$ cat src/rtl/paralelo_serial_tx.sv
// paralelo_serial_tx: bytes in over valid/ready, MSB-first serial out at clk_32f, COM for training and idle fill.
// Latency: a byte accepted at boundary cycle T drives bit 7 at T+1 and bit 0 at T+8.
// Backpressure: ready_out only at RUN byte boundaries; SKIP_INSERT_EN adds a forced COM every SKIP_INTERVAL data bytes.
module paralelo_serial_tx #(
    parameter logic [7:0] COM_SYMBOL    = 8'hBC,
`ifdef SKIP_INSERT_EN
    parameter int         SKIP_INTERVAL = 16,
`endif
    parameter int         TRAIN_COMS    = 4
) (
    input  logic       clk_32f,
    input  logic       reset,
    input  logic [7:0] data_in,
    input  logic       valid_in,
    output logic       ready_out,
    output logic       data_out,
    output logic       byte_start,
    output logic       tx_active
);

    typedef enum logic {
        TRAIN = 1'b0,
        RUN   = 1'b1
    } state_t;

    state_t     state_q, state_d;
    logic [7:0] shreg_q, shreg_d;
    logic [2:0] bit_cnt_q, bit_cnt_d;
    logic [3:0] train_cnt_q, train_cnt_d;
    logic       tx_active_q, tx_active_d;
    logic       boundary;
    logic       force_com;
    logic       take;
`ifdef SKIP_INSERT_EN
    logic [7:0] skip_cnt_q, skip_cnt_d;
`endif

    always_ff @(posedge clk_32f) begin
        if (!reset) begin
            state_q     <= TRAIN;
            shreg_q     <= 8'h00;
            bit_cnt_q   <= 3'd7;
            train_cnt_q <= 4'd0;
            tx_active_q <= 1'b0;
`ifdef SKIP_INSERT_EN
            skip_cnt_q  <= 8'd0;
`endif
        end else begin
            state_q     <= state_d;
            shreg_q     <= shreg_d;
            bit_cnt_q   <= bit_cnt_d;
            train_cnt_q <= train_cnt_d;
            tx_active_q <= tx_active_d;
`ifdef SKIP_INSERT_EN
            skip_cnt_q  <= skip_cnt_d;
`endif
        end
    end

    always_comb begin
        boundary    = (bit_cnt_q == 3'd7);
        force_com   = 1'b0;
`ifdef SKIP_INSERT_EN
        force_com   = (skip_cnt_q == 8'(SKIP_INTERVAL));
        skip_cnt_d  = skip_cnt_q;
`endif
        ready_out   = boundary && (state_q == RUN) && !force_com;
        take        = ready_out && valid_in;
        bit_cnt_d   = bit_cnt_q + 3'd1;
        shreg_d     = {shreg_q[6:0], 1'b0};
        state_d     = state_q;
        train_cnt_d = train_cnt_q;
        tx_active_d = tx_active_q;

        if (boundary) begin
            shreg_d     = take ? data_in : COM_SYMBOL;
            tx_active_d = take;
`ifdef SKIP_INSERT_EN
            // Every COM, forced or idle, restarts the run of data bytes.
            skip_cnt_d  = take ? (skip_cnt_q + 8'd1) : 8'd0;
`endif
            if (state_q == TRAIN) begin
                train_cnt_d = train_cnt_q + 4'd1;
                if (train_cnt_q == 4'(TRAIN_COMS - 1)) begin
                    state_d = RUN;
                end
            end
        end
    end

    assign data_out   = shreg_q[7];
    assign byte_start = (bit_cnt_q == 3'd0);
    assign tx_active  = tx_active_q;

endmodule
$ cat config.mk
export PLATFORM = sky130hd
export DESIGN_NAME = paralelo_serial_tx
export DESIGN_NICKNAME = d
export VERILOG_FILES = /design/src/rtl/paralelo_serial_tx.sv
export SDC_FILE = /design/constraint.sdc
export NUM_CORES = 1
export LEC_CHECK = 0
export ABC_CLOCK_PERIOD_IN_PS = 4100
export BUFFER_PORTS_ARGS = -buffer_cell sky130_fd_sc_hd__buf_2
export CELL_PAD_IN_SITES_DETAIL_PLACEMENT = 2
export CELL_PAD_IN_SITES_GLOBAL_PLACEMENT = 2
export CORE_MARGIN = 2
export CORE_UTILIZATION = 34
export CTS_CLUSTER_SIZE = 24
export DETAILED_ROUTE_END_ITERATION = 7
export PLACE_DENSITY_LB_ADDON = 0.1
export SETUP_SLACK_MARGIN = 0.1
export SLEW_MARGIN = 30
export SYNTH_ARGS = -nofsm -noshare
export SYNTH_HDL_FRONTEND = slang
export SYNTH_SLANG_ARGS = --single-unit
$ cat constraint.sdc
create_clock -name clk_32f -period 4.1 [get_ports clk_32f]
set_clock_uncertainty 0.1 [all_clocks]
set_input_delay 0.82 -clock clk_32f [delete_from_list [all_inputs] [get_ports clk_32f]]
set_output_delay 0.82 -clock clk_32f [all_outputs]
set_load 0.1 [all_outputs]
# [Word-level counts from Yosys, hierarchy flattened]
# Index checks and enable logic that the tools add are counted.
[totals] register_bits=17 in_bits=11 elab_cells=20 output_inout_bits=4
[classes] eq_ne=2 addsub=2 n_reduce_logical=5 bitwise=1 muxes=4
[op_table] operator="8-bit 2-to-1 mux" n=2
[op_table] operator="4-bit by 1-bit adder with 4-bit output (second input constant)" n=1
[op_table] operator="4-bit by 2-bit == test with 1-bit output (second input constant)" n=1
[op_table] operator="3-bit by 1-bit adder with 3-bit output (second input constant)" n=1
[op_table] operator="3-bit == test (second input constant)" n=1
[op_table] operator="3-bit zero test" n=1
[op_table] operator="3-bit AND reduction" n=1
[op_table] operator="1-bit logical AND" n=2
[op_table] operator="1-bit 2-to-1 mux" n=2
[op_table] operator="2-bit AND reduction" n=1
[op_table] operator="1-bit NOT" n=1

# [Depth between registers and ports, before layout]
# Gate-level depths: netlist of the first run.
[depth] depth_word=5 ltp_mapped=6 depth_no_buf=5

# [Least setup slack after synthesis of the first run]
# Ideal clock, no wire load.
[synth_path] kind="flip-flop to output port" startpoint="register bit_cnt_q[0]" endpoint="output byte_start" required_time_ns=3.180 stages_incl_launch_ff=4 path_buffers=0 path_slack_ns=1.351 t_arrival_ns=1.829 path_cell_list="dfxtp_1 -> inv_1 -> ha_1 -> nor2b_1"
[synth_via] elab_chain_len=1
[synth_rtl] item="from (decl)" line_no="28" source="logic [2:0] bit_cnt_q, bit_cnt_d;"
[synth_rtl] item="from (signal assigned)" line_no="51" source="bit_cnt_q <= bit_cnt_d;"
[synth_rtl] item="3-bit zero test" line_no="92" source="assign byte_start = (bit_cnt_q == 3'd0);"
[synth_rtl] item="to (decl)" line_no="17" source="output logic byte_start,"
# No other way between the ends.

# [Worst setup path in the final report of the first run]
[layout_path] startpoint="register bit_cnt_q[0]" endpoint="output ready_out"
[layout_via] elab_chain_len=2
[layout_rtl] item="3-bit == test" line_no="61" source="boundary = (bit_cnt_q == 3'd7);"
[layout_rtl] item="1-bit logical AND" line_no="67" source="ready_out = boundary && (state_q == RUN) && !force_com;"
[layout_rtl] item="to (decl)" line_no="15" source="output logic ready_out,"
# No other way between the ends.

==> results of run 1 <==
[power breakdown]
group	switching (mW)	internal, mW	leakage (nW)	total, mW
Combinational	0.0346	0.0279	0.228	0.0624
Sequential	0.00781	0.181	0.140	0.188
Clock	0.0508	0.0378	0.0150	0.0886
[cell families (layout without fill, tap and decap cells)]
logic type / count (synthesis) / count (layout)
simple gates: 22 / 22
flops: 17 / 17
compound gates: 11 / 11
fa+ha+maj: 4 / 4
buf+inv: 4 / 20
mux: 2 / 2
xor+xnor: 1 / 1
[flip-flops by register name (all words and copies together), names as in the netlist]
register and count:
bit_cnt_q 3, shreg_q 8, state_q 1, train_cnt_q 4, tx_active 1
[per-layer routing]
metal,share of wire,up-vias,global-route usage
met4,0.019,0,0.0714
li1,-,244,-
met3,0.045,4,0.0368
met1,0.46,242,0.151
met5,0,-,0
met2,0.48,10,0.189
[worst max-delay path: stages (launching register included)]
cell and delay [ps]:
dfxtp_1 360, ha_1 160, ha_1 410, and2_2 230
buf_2 420
[area by class of cell]
cell class | instances | area [um^2]
fillers | 224 | 1120
flip-flops and latches | 17 | 340
multi-input cells | 40 | 319
repair buffers | 14 | 70.1
well taps | 27 | 33.8
clock buffers | 4 | 26.3
inverters | 2 | 7.51
[synth_stat cells]
master / n / area share
or3_1: 1 / 0.0092
a21oi_1: 2 / 0.015
and2b_2: 3 / 0.038
nand2_1: 3 / 0.016
o21a_1: 2 / 0.022
inv_1: 2 / 0.011
o221a_2: 5 / 0.082
nand2_4: 1 / 0.016
buf_6: 1 / 0.016
xor2_1: 1 / 0.013
mux2i_1: 2 / 0.029
nand4_1: 1 / 0.0092
nand2b_1: 3 / 0.027
a21boi_1: 1 / 0.011
and2_2: 1 / 0.011
and3_1: 1 / 0.0092
nor2b_2: 1 / 0.013
buf_2: 1 / 0.0073
o21ai_0: 1 / 0.0073
dfxtp_1: 17 / 0.50
nor3_1: 1 / 0.0073
and2_1: 1 / 0.0092
nor2b_1: 4 / 0.037
and3_2: 1 / 0.011
ha_1: 4 / 0.073
[worst max-delay path by stage]
stage,depth (start not counted),startpoint,to
floorplan,3,bit_cnt_q[0],byte_start
global placement,4,bit_cnt_q[0],ready_out
detailed placement,4,bit_cnt_q[0],ready_out
CTS,4,bit_cnt_q[0],ready_out
global route,4,bit_cnt_q[0],ready_out
finish,4,bit_cnt_q[0],ready_out
==> results.tsv, run 1 <==
stage	metric	value	unit
layout	n_antenna_cell	0	
min_path	holdPathStages	1	
floorplan	die_area	2380	um^2
sta	period_share	0.680	
clock_tree	clk_pin_slew	90	ps
global_routing	antenna_found_initial	0	
yosys	ys_types	25	
routing	drtIter0Drc	7	
yosys	synth_area	683	um^2
clock_tree	cts-resized-gates	0	
placement	gp_congestion	0.685	
yosys	yosysWarnings	0	
clock_tree	clockBufferDepth	2	
layout	fin_nets	93	
power_and_ir_drop	leakage	0.382	nW
clock_tree	cts_tree	yes	
routing	finalWirelength	1290	um
floorplan	die_h	48.8	um
floorplan	die_width	48.8	um
placement	dpl_cell_area	771	um^2
routing	dr.pass1.iters	3	
clock_tree	postCtsSetupRepairBufs	0	
yosys	ys_seq_elements	17	
placement	io_buffers	14	
layout	final_util	0.415	
global_routing	grt_usage	0.122	
global_routing	grt_pass1_wl	2220	um
sta	tightest_slew	490	ps
yosys	synth_top_family_by_area	simple AND/OR/NAND/NOR gates	
layout	drive_above_1_share	0.377	
setup_path	worstReg2RegStart	bit_cnt_q[0]	
yosys	synth_mux_area_frac	0.0293	
routing	drc	0	
min_path	worstHoldStart	bit_cnt_q[0]	
floorplan	start_util	0.355	
clock_tree	holdBufCountCts	0	
yosys	synthSimpleGateAreaFrac	0.214	
power_and_ir_drop	power_density	426	nW/um^2
placement	dpl.hpwl	965	um
sta	setup_tns	0	ps
routing	ant_nets	0	
sta	hold_viol	0	
power_and_ir_drop	peakVddDrop	0.160	mV
clock_tree	htree_levels	1	
setup_path	endpoint_kind	primary output	
routing	vias	500	
yosys	synth_area_per_cell	11.2	um^2
floorplan	rows	16	
yosys	synth_nets	76	
yosys	seq_area_frac_synth	0.498	
setup_path	arrival	1870	ps
routing	wire_per_inst	12.4	um
setup_path	startpoint_type	flop	
clock_tree	clk_latency	290	ps
setup_path	cp_max_fo	12	
yosys	synth_cells	61	
routing	via_per_inst	4.81	
flow_run	maxCapViolCount	0	
floorplan	pin_count	15	
placement	pre_cts_slack	1610	ps
clock_tree	cts_buffers	3	
yosys	synth_compound_gate_area_share	0.137	
sta	drv_slew	0	
sta	fin_ws	1310	ps
layout	layoutNonFillerInstCount	104	
setup_path	worstSetupPathType	reg -> out	
layout	layout_commonest_cell	dfxtp_1	
placement	placedCellCount	100	
global_routing	gr-total-overflow	0	
sta	relSlewSlack	0.676	
min_path	min_to	bit_cnt_q[0]	
clock_tree	cts_root_buf	clkbuf_4	
layout	stdcell_area	797	um^2
setup_path	r2r_slack	2340	ps
sta	period_needed	2790	ps
setup_path	r2r-end	shreg_q[3]	
layout	area_growth	16.7	%
yosys	synth_fa_ha_area_frac	0.0733	
global_routing	grt_max_degree	19	
clock_tree	clock_sinks	17	
sta	hold_slack	307	ps
sta	finalSetupViolCount	0	
min_path	hold_class	reg -> reg	
floorplan	core	1920	um^2
global_routing	grt_pass1_vias	518	
setup_path	worstPathRequired	3180	ps
sta	max_freq	0.359	GHz
setup_path	r2r_cells	5	
power_and_ir_drop	power	0.339	mW
yosys	synth_xor_area_frac	0.0128	
layout	final_cell_mix	dfxtp_1, buf_2, o221a_2	
sta	rsz0062_at_grt	false	
run_status	outcome	finished, final reports clean	
No activity file was read; power rests on OpenSTA's default activity.
==> run 2: changes to the inputs <==
--- a/config.mk
+++ b/config.mk
@@ -5,12 +5,12 @@
 export SDC_FILE = /design/constraint.sdc
 export NUM_CORES = 1
 export LEC_CHECK = 0
-export ABC_CLOCK_PERIOD_IN_PS = 4100
+export ABC_CLOCK_PERIOD_IN_PS = 2600
 export BUFFER_PORTS_ARGS = -buffer_cell sky130_fd_sc_hd__buf_2
 export CELL_PAD_IN_SITES_DETAIL_PLACEMENT = 2
 export CELL_PAD_IN_SITES_GLOBAL_PLACEMENT = 2
 export CORE_MARGIN = 2
-export CORE_UTILIZATION = 34
+export CORE_UTILIZATION = 32
 export CTS_CLUSTER_SIZE = 24
 export DETAILED_ROUTE_END_ITERATION = 7
 export PLACE_DENSITY_LB_ADDON = 0.1
==> constraint.sdc (replaced) <==
create_clock -name clk_32f -period 2.6 [get_ports clk_32f]
set_clock_uncertainty 0.1 [all_clocks]
set_input_delay 0.52 -clock clk_32f [delete_from_list [all_inputs] [get_ports clk_32f]]
set_output_delay 0.52 -clock clk_32f [all_outputs]
set_load 0.1 [all_outputs]
==> run 2 against run 1 <==
Net effect: largest cell class unchanged; flip-flop and latch count stayed put; register-to-register slack got worse by 1300 ps; combinational power increased by 62%; clock-buffer cell count did not move; critical path type unchanged; power up 59%.
==> results.tsv, run 2 (same netlist as run 1, synthesis figures left out) <==
stage	metric	value	unit	change
setup_path	cpMostUsedCell	ha_1		unchanged
routing	dr.pass1.iters	2		was 3
sta	rsz0062_at_grt	false		unchanged
layout	reg_top3	shreg_q x8, train_cnt_q x4, bit_cnt_q x3		unchanged
placement	dpl.hpwl	1030	um	was 965 um
routing	ant_nets	0		unchanged
floorplan	die_h	50.2	um	was 48.8 um
routing	drtIter0Drc	2		was 7
clock_tree	clockBufferDepth	2		unchanged
setup_path	cp_max_fo	3		was 12
setup_path	arrival	1530	ps	was 1870 ps
layout	largest_register_ffs	8		unchanged
setup_path	worstSetupPathType	reg -> out		unchanged
power_and_ir_drop	switching_power	0.150	mW	was 0.0932 mW
clock_tree	clock_sinks	17		unchanged
sta	tightest_slew	487	ps	was 490 ps
sta	finalSetupViolCount	0		unchanged
run_status	outcome	finished, final reports clean		unchanged
clock_tree	holdBufCountCts	0		unchanged
clock_tree	postCtsSetupRepairBufs	0		unchanged
placement	placedCellCount	101		was 100
sta	relSlewSlack	0.677		was 0.676
power_and_ir_drop	clkPwrFrac	0.263		was 0.261
sta	period_needed	2150	ps	
global_routing	grt_pass1_vias	560		was 518
layout	final_cell_mix	dfxtp_1, buf_2, o221a_2		unchanged
routing	via_per_inst	4.71		was 4.81
floorplan	start_util	0.345		was 0.355
min_path	hold_class	reg -> reg		unchanged
floorplan	die_area	2520	um^2	was 2380 um^2
sta	setup_tns	0	ps	unchanged
floorplan	pin_count	15		unchanged
layout	fin_nets	94		was 93
layout	largest_register	shreg_q		unchanged
placement	io_buffers	14		unchanged
global_routing	grt_usage	0.136		was 0.122
power_and_ir_drop	power_frac_comb	0.187		was 0.184
flow_run	maxCapViolCount	0		unchanged
routing	drc	0		unchanged
layout	layout_commonest_cell	dfxtp_1		unchanged
layout	layoutNonFillerInstCount	105		was 104
sta	drv_slew	0		unchanged
sta	fin_ws	449	ps	was 1310 ps
layout	n_antenna_cell	0		unchanged
setup_path	slowest_delay	420	ps	about the same
routing	finalWirelength	1350	um	was 1290 um
sta	max_freq	0.465	GHz	
placement	gp_congestion	0.612		was 0.685
layout	area_growth	17.8	%	was 16.7%
power_and_ir_drop	power	0.541	mW	was 0.339 mW
routing	vias	495		was 500
clock_tree	cts_buffers	3		unchanged
clock_tree	cts-resized-gates	0		unchanged
placement	pre_cts_slack	751	ps	was 1610 ps
placement	dpl_cell_area	778	um^2	was 771 um^2
power_and_ir_drop	swShare	0.278		was 0.275
global_routing	grt_pass1_wl	2590	um	was 2220 um
clock_tree	clk_pin_slew	100	ps	was 90 ps
layout	stdcell_area	805	um^2	was 797 um^2
setup_path	cp_cell_sequence	ha_1 > ha_1 > and2_2 > buf_2		unchanged
global_routing	grt_max_degree	19		unchanged
power_and_ir_drop	leakage	0.387	nW	was 0.382 nW
clock_tree	cts_root_buf	clkbuf_4		unchanged
routing	wire_per_inst	12.9	um	was 12.4 um
sta	hold_viol	0		unchanged
power_and_ir_drop	p_int	0.391	mW	was 0.246 mW
setup_path	cpMaxStageDelayCell	buf_2		unchanged
floorplan	die_width	50.2	um	was 48.8 um
power_and_ir_drop	power_density	673	nW/um^2	was 426 nW/um^2
global_routing	antenna_found_initial	0		unchanged
floorplan	core	1980	um^2	was 1920 um^2
clock_tree	cts_tree	yes		unchanged
setup_path	worstPathRequired	1980	ps	was 3180 ps
setup_path	startpoint_type	flop		unchanged
clock_tree	htree_levels	1		unchanged
power_and_ir_drop	pwr-share-seq	0.551		was 0.555
global_routing	gr-total-overflow	0		unchanged
clock_tree	clk_latency	280	ps	was 290 ps
sta	period_share	0.827		
setup_path	endpoint_kind	primary output		unchanged
power_and_ir_drop	peakVddDrop	0.235	mV	was 0.160 mV
layout	drive_above_1_share	0.385		was 0.377
floorplan	rows	16		unchanged
run 2: cell types whose count changed in the layout (fill, tap and decap cells not counted), sizes merged:
cell,before,now
buf,14,15
run 2: path summary, 6_finish.rpt:
kind | startpoint | end | slack [ps] | depth (start not counted)
worst min register to register | bit_cnt_q[0] | bit_cnt_q[0] | 320 | 1
worst min-delay path | bit_cnt_q[0] | bit_cnt_q[0] | 320 | 1
worst max-delay path | bit_cnt_q[0] | ready_out | 450 | 4
worst max register to register | bit_cnt_q[0] | train_cnt_q[0] | 1020 | 6
run 2: critical path, delay by kind of cell, from the launching register on:
family / cells / cell delay (ps)
DFF: 1 / 370
and+or+nand+nor: 1 / 150
adders and majority gates: 2 / 310
buffers and inverters: 1 / 420
run 2: per-layer routing:
metal  routed length (um)  vias to the layer above  GRT usage
met1                  614                      238      0.173
met4                   12                        0     0.0556
met3                   66                        2     0.0327
met2                  659                        9      0.219
met5                    0                        -          0
li1                     -                      246          -
run 2: power groups by stage:
stage | Clock (mW) | Sequential (mW) | Combinational [mW]
after global routing | 0.160 | 0.302 | 0.117
final | 0.142 | 0.298 | 0.101
after global placement | 0 | 0.303 | 0.101
after floorplan | 0 | 0.316 | 0.0674
after CTS | 0.147 | 0.299 | 0.105
after detailed placement | 0 | 0.305 | 0.104
run 2: stage by stage:
step | hold slack, ps | util
after floorplan | 275 | -
after global placement | 284 | 0.393
after detailed placement | 295 | 0.393
after CTS | 320 | 0.406
after global routing | 333 | 0.406
final | 319 | 0.406
run 2: layout make-up:
class,instances,area (um^2)
Fill cell,222,1180
Multi-Input combinational cell,40,319
Inverter,2,7.51
Tap cell,27,33.8
Sequential cell,17,340
Timing Repair Buffer,15,77.6
Clock buffer,4,26.3
